==> src/rtl/lcd_pkg.sv <==
// Shared definitions for the LCD write path: FSM state encoding and the
// default abandon timeout for a single byte write.
package lcd_pkg;

  localparam logic [15:0] TIMEOUT_CYC_DEF = 16'd20000;

  localparam logic [2:0] ST_IDLE  = 3'd0;
  localparam logic [2:0] ST_ISSUE = 3'd1;
  localparam logic [2:0] ST_WAIT  = 3'd2;
  localparam logic [2:0] ST_ACK   = 3'd3;
  localparam logic [2:0] ST_HOLD  = 3'd4;

endpackage

==> src/rtl/lcd_write_arbiter.sv <==
// Two-requester round-robin arbiter in front of the I2C byte-write engine.
// The owner keeps the engine for its whole burst; a stalled engine is abandoned after TIMEOUT_CYC cycles.
module lcd_write_arbiter
  import lcd_pkg::*;
#(
  parameter logic [15:0] TIMEOUT_CYC = TIMEOUT_CYC_DEF
) (
  input  logic       clk_1MHz,
  input  logic       rst_n,
  input  logic       req0,
  input  logic       req1,
  input  logic [7:0] data0,
  input  logic [7:0] data1,
  input  logic       cd0,
  input  logic       cd1,
  input  logic       last0,
  input  logic       last1,
  output logic       ack0,
  output logic       ack1,
  output logic       grant0,
  output logic       grant1,
  output logic       ena_write,
  output logic [7:0] data,
  output logic       cmd_data,
  input  logic       done_write,
  output logic       busy,
  output logic       timeout_err
);

  logic [2:0]  state;
  logic        owner;
  logic        ptr;
  logic        last_q;
  logic [15:0] cnt;

  logic        pick;
  logic        src;
  logic        owner_req;
  logic [7:0]  sel_data;
  logic        sel_cd;
  logic        sel_last;

  // The pointer only breaks ties; a lone requester always wins.
  assign pick      = (req0 && req1) ? ptr : req1;
  assign owner_req = owner ? req1 : req0;
  assign src       = (state == ST_HOLD) ? owner : pick;
  assign sel_data  = src ? data1 : data0;
  assign sel_cd    = src ? cd1   : cd0;
  assign sel_last  = src ? last1 : last0;

  assign ena_write = (state == ST_ISSUE);
  assign busy      = (state != ST_IDLE);
  assign grant0    = busy && !owner;
  assign grant1    = busy && owner;
  assign ack0      = (state == ST_ACK) && !owner;
  assign ack1      = (state == ST_ACK) && owner;

  always_ff @(posedge clk_1MHz or negedge rst_n) begin
    if (!rst_n) begin
      state       <= ST_IDLE;
      owner       <= 1'b0;
      ptr         <= 1'b0;
      last_q      <= 1'b0;
      cnt         <= 16'd0;
      data        <= 8'h00;
      cmd_data    <= 1'b0;
      timeout_err <= 1'b0;
    end else begin
      case (state)
        ST_IDLE: begin
          if (req0 || req1) begin
            owner    <= pick;
            data     <= sel_data;
            cmd_data <= sel_cd;
            last_q   <= sel_last;
            state    <= ST_ISSUE;
          end
        end
        ST_ISSUE: begin
          cnt   <= 16'd0;
          state <= ST_WAIT;
        end
        ST_WAIT: begin
          // cnt holds the number of WAIT cycles already elapsed before this one
          if (done_write) begin
            state <= ST_ACK;
          end else if (cnt == TIMEOUT_CYC - 16'd1) begin
            timeout_err <= 1'b1;
            ptr         <= !owner;
            state       <= ST_IDLE;
          end else begin
            cnt <= cnt + 16'd1;
          end
        end
        ST_ACK: begin
          if (last_q) begin
            ptr   <= !owner;
            state <= ST_IDLE;
          end else begin
            state <= ST_HOLD;
          end
        end
        ST_HOLD: begin
          if (owner_req) begin
            data     <= sel_data;
            cmd_data <= sel_cd;
            last_q   <= sel_last;
            state    <= ST_ISSUE;
          end else begin
            ptr   <= !owner;
            state <= ST_IDLE;
          end
        end
        default: state <= ST_IDLE;
      endcase
    end
  end

endmodule

==> config.mk <==
export PLATFORM = sky130hd
export DESIGN_NAME = lcd_write_arbiter
export DESIGN_NICKNAME = d
export VERILOG_FILES = /design/src/rtl/lcd_pkg.sv /design/src/rtl/lcd_write_arbiter.sv
export SDC_FILE = /design/constraint.sdc
export NUM_CORES = 1
export LEC_CHECK = 0
export CORE_UTILIZATION = 53
export CTS_CLUSTER_SIZE = 16
export DETAILED_ROUTE_END_ITERATION = 10
export GPL_TIMING_DRIVEN = 0
export PLACE_DENSITY_LB_ADDON = 0.15
export SETUP_SLACK_MARGIN = 0.3
export SLEW_MARGIN = 25
export SYNTH_ARGS = -nofsm -noshare
export SYNTH_HDL_FRONTEND = slang
export SYNTH_SLANG_ARGS = --single-unit
export TNS_END_PERCENT = 10
==> constraint.sdc <==
create_clock -name clk_1MHz -period 4.15 [get_ports clk_1MHz]
set_clock_uncertainty 0.05 [all_clocks]
set_input_delay 0.83 -clock clk_1MHz [delete_from_list [all_inputs] [get_ports clk_1MHz]]
set_output_delay 0.83 -clock clk_1MHz [all_outputs]
set_load 0.01 [all_outputs]
==> impl_metrics.csv <==
group,metric,value,unit
run_status,status,"finished, final reports clean",
floorplan,die_w,60.1,um
floorplan,num_io_pins,41,
critical_path,crit_required,3.27,ns
critical_path,reg2reg_depth,5,
min_path,worst_hold_startpoint,"last_q$_DFFE_PN0P_",
critical_path,crit_family,"buffers and inverters",
global_route,grt_pass1_wl,6680,um
sta,setup_tns,0,ns
sta,fin_crit_sh,0.824,
global_route,track_usage,0.257,
sta,fmax,293,MHz
placed_design,portBuffers,40,
sta,hold_viol,0,
cts,cts_setup_buffers,0,
logic_synthesis,synth-edff-count,0,
drt,wire_per_inst,14.9,um
drt,drt-total-wl,4130,um
cts,cts_tree,"yes",
floorplan,coreArea,0.00313,mm^2
critical_path,crit_chain,"clkbuf_1 > or3b_2 > clkbuf_1 > clkbuf_1 > inv_1 > clkdlybuf4s50_1",
cells_and_area,syn2layout_area_growth,30.5,%
logic_synthesis,yosys.area.top_type,"dfrtp_1",
sta,relSlewSlack,0.427,
floorplan,fp.dieH,60.1,um
cts,cts.htree.levels,2,
sta,tightest_slew,0.838,ns
min_path,whs_path_depth,1,
logic_synthesis,yosys_warnings,0,
cts,numClockSinks,32,
cells_and_area,antenna_cells,0,
cts,cts_buffer_depth,2,
logic_synthesis,synth_top_area_frac,0.448,
cells_and_area,final_common_cell,"clkdlybuf4s50_1",
critical_path,r2r_start,"owner$_DFFE_PN0P_",
critical_path,worstPathArrival,2.54,ns
global_route,grt-ovfl-total,0,
placed_design,post-dp-hpwl,3120,um
global_route,grt_util_met2,0.417,
drt,viasPerCell,5.79,
logic_synthesis,synthCells,186,
cts,cts_resized,0,
critical_path,slowest_stage,"clkdlybuf4s50_1",
critical_path,critPathMostFrequentCell,"clkbuf_1",
global_route,antenna_found_initial,0,
cts,cts_root_buf,"clkbuf_4",
critical_path,critPathLaunchType,"flop",
cts,clock_latency,0.34,ns
drt,first_pass_iters,4,
power,power.total,1.38,mW
global_route,grt_start_max_net_pins,33,
global_route,grt_pass1_vias,1505,
logic_synthesis,synth-seq-cells,32,
logic_synthesis,ys.flop_type,"dfrtp_1",
logic_synthesis,ys_types,41,
placed_design,globalplace.congestion,0.832,
cts,cts_buffers,5,
sta,period_needed,3.42,ns
logic_synthesis,synth_area_leaders,"dfrtp_1, mux2i_1, nand2_1",
power,p_per_area,593,mW/mm^2
logic_synthesis,avgSynthCellArea,9.61,um^2
critical_path,path_depth,6,
floorplan,initial_core_util,0.571,
cells_and_area,drive_gt1_frac,0.0855,
floorplan,num_rows,20,
sta,finalMaxSlewViolations,0,
global_route,grt_busiest_layer,"met2",
critical_path,worst_setup_path_end_kind,"output port",
logic_synthesis,async_flop_share,1.00,
cells_and_area,final_nets,259,
cells_and_area,layout_common_cells,"clkdlybuf4s50_1, dfrtp_1, mux2i_1",
power,peakVddDrop,0.357,mV
cts,cts_hold_buf,0,
flow_run,maxCapViolations,0,
floorplan,dieArea,0.00361,mm^2
drt,drtAntennaViolNets,0,
logic_synthesis,seq_area_frac_synth,0.448,
critical_path,startpoint,"state[1]$_DFFE_PN0P_",
critical_path,worst-path-max-fanout,10,
cts,path_clk_slew,0.11,ns
global_route,use_met3,0.0693,
min_path,hold_path.class,"reg -> reg",
drt,via_count,1610,
sta,setup_viol,0,
critical_path,criticalPathCategory,"reg -> out",
power,leakagePower,1.08,nW
drt,drt_iter0_drc,79,
logic_synthesis,syn-num-nets,212,
logic_synthesis,syn_area,0.00179,mm^2
sta,rsz0062_at_grt,"false",
critical_path,cpPeakStageDelay,0.53,ns
critical_path,critPathBufInv,5,
global_route,grt.met1_usage,0.324,
drt,drc_errors,0,
synthesized netlist by cell type, drive strengths merged (2+ instances only):
cell	n
dfrtp	32
mux2i	23
nand2	19
nor2	18
a21oi	12
nand4	9
nand3	8
and3	6
clkbuf	6
inv	6
buf	5
nor2b	4
a31oi	3
nor4b	3
o21ai	3
a22oi	2
a31o	2
nand2b	2
nor3	2
nor3b	2
o21bai	2
o31ai	2
or3b	2
power by group:
group          internal (mW)  switching [mW]  leakage [nW]  total, mW
clock                  0.160           0.112        0.0515      0.272
sequential             0.407          0.0727         0.406      0.479
combinational          0.303           0.329         0.620      0.632
total                  0.869           0.513          1.08       1.38
worst reg2reg max path, stage by stage, from the launching register on:
cell	delay, ns
dfrtp_1	0.37
buf_2	0.17
mux2i_1	0.15
a2111oi_0	0.79
clkbuf_1	0.43
a21oi_1	0.14
kinds of logic (layout without fill, tap and decap cells):
kind of cell	count (synthesis)	after routing	share of synthesized area
adders and majority gates	1	1	0.00700
and+or+nand+nor	83	83	0.263
buffers and inverters	17	65	0.0462
DFF	32	32	0.448
muxes	23	23	0.129
AOI/OAI and AO/OA	30	30	0.106
flip-flops by register name (all words and copies together), names as in the netlist:
| name | cells |
|---|---|
| owner | 1 |
| timeout_err | 1 |
| state | 3 |
| ptr | 1 |
| last_q | 1 |
| cmd_data | 1 |
| cnt | 16 |
| data | 8 |
final timing paths:
| kind | slack, ns | endpoint |
|---|---|---|
| min | 0.41 | state[2]$_DFFE_PN0P_ |
| min reg2reg | 0.41 | state[2]$_DFFE_PN0P_ |
| max in group asynchronous | 3.13 | timeout_err$_DFFE_PN0P_ |
| min in group asynchronous | 0.46 | cnt[15]$_DFFE_PN0P_ |
| max | 0.73 | ena_write |
| max reg2reg | 1.91 | data[6]$_DFFE_PN0P_ |
cell type report:
type	instances	area [um^2]
fill	236	796
buffer	11	60.1
tap	44	55.1
multi-input combinational	137	903
timing repair buffer	40	395
sequential	32	801
clock buffer	7	65.1
clock inverter	1	30.0
inverter	6	22.5
through the flow:
stage | worst slack, ns | util | cells | hold WS (ns) | cell area, um^2
floorplan | 1.84 | - | 186 | 0.366 | 1790
global placement | 1.18 | 0.717 | 270 | 0.390 | 2240
detailed placement | 1.13 | 0.715 | 270 | 0.395 | 2240
CTS | 0.748 | 0.746 | 278 | 0.411 | 2330
global route | 0.623 | 0.746 | 278 | 0.430 | 2330
finish | 0.732 | 0.746 | 278 | 0.412 | 2330
routing by layer:
metal | part of all wire | vias up
met5 | 0 | -
li1 | - | 766
met1 | 0.43 | 768
met2 | 0.49 | 64
met4 | 0.020 | 0
met3 | 0.065 | 12
(Power assumes the default switching activity.)
==> patch 1 (config.mk and constraints unchanged) <==
Reset style: synchronous (`rst_n`), changed in one clocked block.
--- a/src/rtl/lcd_write_arbiter.sv
+++ b/src/rtl/lcd_write_arbiter.sv
@@ -55,7 +55,7 @@
   assign ack0      = (state == ST_ACK) && !owner;
   assign ack1      = (state == ST_ACK) && owner;
 
-  always_ff @(posedge clk_1MHz or negedge rst_n) begin
+  always_ff @(posedge clk_1MHz) begin
     if (!rst_n) begin
       state       <= ST_IDLE;
       owner       <= 1'b0;
Formal check against the unedited RTL: differs if rst_n is asserted again (counterexample within 4 cycles, from zero or initial values and one cycle with rst_n low); with rst_n held inactive, the same outputs for 10 cycles.
==> patch 1 against the original RTL <==
- routed wire length increased by 5.2%
- sequential cell count unchanged
- synthesized area shrank 8.3%
- worst setup slack better by 500 ps
- sequential share of layout area is 4.7 points lower
- hold slack improved by 13 ps
- design area down 7.5%
- global-route usage increased by 4.2 points
- final cell count decreased by 1.4%
- highest routed layer unchanged
Power is not compared: it rests on default switching activity, and its combinational part moved more than twofold at a synthesized area within 25%.
==> patch 1: results (changes against the original RTL) <==
M1 WL 1.778 mm (was 1.775 mm); setup bufs post-CTS 0 (unchanged); GR Util met1 0.3594 (was 0.3240); placed instance area 0.002077 mm^2 (was 0.002237 mm^2); outcome complete, no violations (unchanged); syn_area_per_cell 8.399 um^2 (was 9.606 um^2); post-synthesis net count 221 (was 212); FILL cells 210 (was 236); vias in the first global route 1752 (was 1505); r2r endpoint data[4] (was data[6]); Total GRT Usage 0.2990 (was 0.2569); Reg clk slew, reported paths 90 ps (was 110 ps); asr flop ratio synth 0 (was 1.000); routed length on met2 2.178 mm (was 2.004 mm); top area cells in the synthesized netlist dfxtp_1 (39%), mux2i_1 (7.3%), a21oi_1 (6.7%), o21ai_0 (5.2%), nand2_1 (3.7%) (was dfrtp_1 (45%), mux2i_1 (13%), nand2_1 (4.0%), nor2_1 (3.8%), a21oi_1 (3.4%)); hold path start ptr (was last_q); met2 usage 0.5116 (was 0.4175); Tot Pwr 0.0008044 W; Top Usage Layer GRT met2 (unchanged); Final Hold Slack 424.3 ps (was 411.5 ps); Hold Path End ptr (was state[2]); pin count of the biggest net entering global routing 11 (was 33); share of layout cells above drive strength 1 0.06996 (was 0.08547); final-stage net count 268 (was 259); grt met3 use 0.06122 (was 0.06926); crit path time final 2915 ps (was 3418 ps); routability congestion estimate 0.8795 (was 0.8316); Iter 0 DRT Violations 159 (was 79); Seq/Total Area, Yosys 0.3911 (was 0.4482); Wirelength per Cell 15.85 um (was 14.85 um); Avg Vias per Cell 6.376 (was 5.791); Comb pwr share 0.269; hpwl dp 3.153 mm (was 3.119 mm); routed via count 1747 (was 1610); reg-to-reg critical path startpoint state[0] (was owner); top post-synthesis cells by count dfxtp_1 (32), a21oi_1 (22), o21ai_0 (17) (was dfrtp_1 (32), mux2i_1 (23), nand2_1 (19)); met3 routed WL 329 um (was 268 um); Max-slew headroom 0.5613 (was 0.4269); H-tree Lvls 2 (unchanged)
==> patch 1: critical path, cell delays in order, from the launching register on <==
cell and delay [ps]:
dfxtp_1 320, buf_4 160, nor3_1 520, inv_1 190
clkdlybuf4s50_1 520
==> patch 1: kinds of logic (layout without fill, tap and decap cells) <==
logic type / after synthesis / after routing / synth area share
simple gates: 75 / 75 / 0.2605
compound gates: 59 / 59 / 0.2223
flops: 32 / 32 / 0.3911
buf+inv: 16 / 64 / 0.04507
mux: 12 / 12 / 0.07334
fa+ha+maj: 1 / 1 / 0.007638
==> patch 1: area by class of cell <==
class | count | area [um^2] | area share
Sequential cell | 32 | 640.6 | 0.2968
Tap cell | 31 | 38.79 | 0.01797
Buffer | 11 | 55.05 | 0.02551
Clock inverter | 2 | 35.03 | 0.01623
Timing Repair Buffer | 40 | 400.4 | 0.1855
Clock buffer | 6 | 41.29 | 0.01913
Inverter | 5 | 18.77 | 0.008696
Multi-Input combinational cell | 147 | 928.4 | 0.4301
==> patch 2 (same flow settings) <==
Without the edit above. The package constant `TIMEOUT_CYC_DEF` goes from 16'd20000 to 16'd16384.
--- a/src/rtl/lcd_pkg.sv
+++ b/src/rtl/lcd_pkg.sv
@@ -2,7 +2,7 @@
 // default abandon timeout for a single byte write.
 package lcd_pkg;
 
-  localparam logic [15:0] TIMEOUT_CYC_DEF = 16'd20000;
+  localparam logic [15:0] TIMEOUT_CYC_DEF = 16'd16384;
 
   localparam logic [2:0] ST_IDLE  = 3'd0;
   localparam logic [2:0] ST_ISSUE = 3'd1;
Behaviour: no difference found for any inputs over 10 cycles, from zero or initial values and one cycle with rst_n low; that may be too few to reach the edited logic, so the function may still have changed.
==> patch 2 against the original RTL <==
- design area shrank 2.5%
- sequential cell count is the same
- largest cell class unchanged
- synthesized area shrank 2.4%
- routed wire length shrank 1.4%
- total power shrank 10%
- register-to-register slack gained 100 ps
- final cell count shrank 0.36%
- largest power group unchanged
- sequential power shrank 6.3%
- worst setup slack gained 660 ps
==> patch 2: results (changes against the original RTL) <==
CP delay by family, top simple AND/OR/NAND/NOR gates (was buffers and inverters); Sequential Power Share 0.361 (was 0.347); grt met3 use 0.07860 (was 0.06926); met2 usage 0.4751 (was 0.4175); flop2flop setup slack 2010 ps (was 1910 ps); final-stage net count 258 (was 259); Clock group 0.000189 W (was 0.000272 W); Post-Layout Cell Count 277 (was 278); GR Util met1 0.2847 (was 0.3240); top post-synthesis cells by count dfrtp_1 (32), nor2_1 (21), nand2_1 (19) (was dfrtp_1 (32), mux2i_1 (23), nand2_1 (19)); routability congestion estimate 0.8504 (was 0.8316); Total GRT Usage 0.2687 (was 0.2569); Cell variety after synth 43 (was 41); Cells after Synth 184 (was 186); Final Hold Slack 268.7 ps (was 411.5 ps); worst-case reg-to-reg path depth 7 (was 5); outcome complete, no violations (unchanged); r2r endpoint cnt[13] (was data[6]); multi-input gate count 139 (was 137); Seq/Total Area, Yosys 0.4591 (was 0.4482); met3 routed WL 258 um (was 268 um); routed length on met2 2.112 mm (was 2.004 mm); leakage 1.020 nW (was 1.077 nW); final WL 4.072 mm (was 4.129 mm); fraction of area in multi-input gates 0.3864 (was 0.3873); placed instance area 0.002215 mm^2 (was 0.002237 mm^2); post-synthesis net count 210 (was 212); clk_buf instances 8 (was 7); share of layout cells above drive strength 1 0.1116 (was 0.08547); Hold Crit Class in2async (was reg2reg); crit path DAT 1880 ps (was 2540 ps); Worst-Margin Slew 593.0 ps (was 837.9 ps); Peak Freq 362.8 MHz (was 292.6 MHz); hpwl dp 3.014 mm (was 3.119 mm); Iter 0 DRT Violations 116 (was 79); Peak VDD IR 0.3717 mV (was 0.3574 mV); Data buffer area share 0.2014 (was 0.1953); Place WS 1624 ps (was 1133 ps); sequential cell area share 0.3522 (was 0.3433); first-pass GRT wire length 6.934 mm (was 6.679 mm); M1 WL 1.628 mm (was 1.775 mm)
patch 2: cell count changes after synthesis, sizes merged, moves of 3 or more:
cell	unedited run	this run
nor2b	4	1
clkbuf	6	3
nor2	18	23
nand4	9	4
a21oi	12	21
mux2i	23	15
and3	6	3
o21ai	3	13
patch 2: how the worst max path moves through the flow:
stage | start | to | cells after the start
after floorplan | cnt[0] | cnt[4] | 7
after global placement | rst_n | ptr | 1
after detailed placement | req1 | data[3] | 6
after CTS | state[2] | grant1 | 3
after global routing | state[2] | grant1 | 3
final | state[2] | grant1 | 3
patch 2: cells by family (layout without fill, tap and decap cells):
family | Yosys count | in the layout | synth area share
AO/OA/AOI/OAI | 47 | 47 | 0.1636
XOR/XNOR | 2 | 2 | 0.01004
adder cells (fa/ha/maj) | 1 | 1 | 0.007172
buffers and inverters | 13 | 62 | 0.03730
flip-flops | 32 | 32 | 0.4591
multiplexers | 15 | 15 | 0.08608
AND/OR/NAND/NOR | 74 | 74 | 0.2367
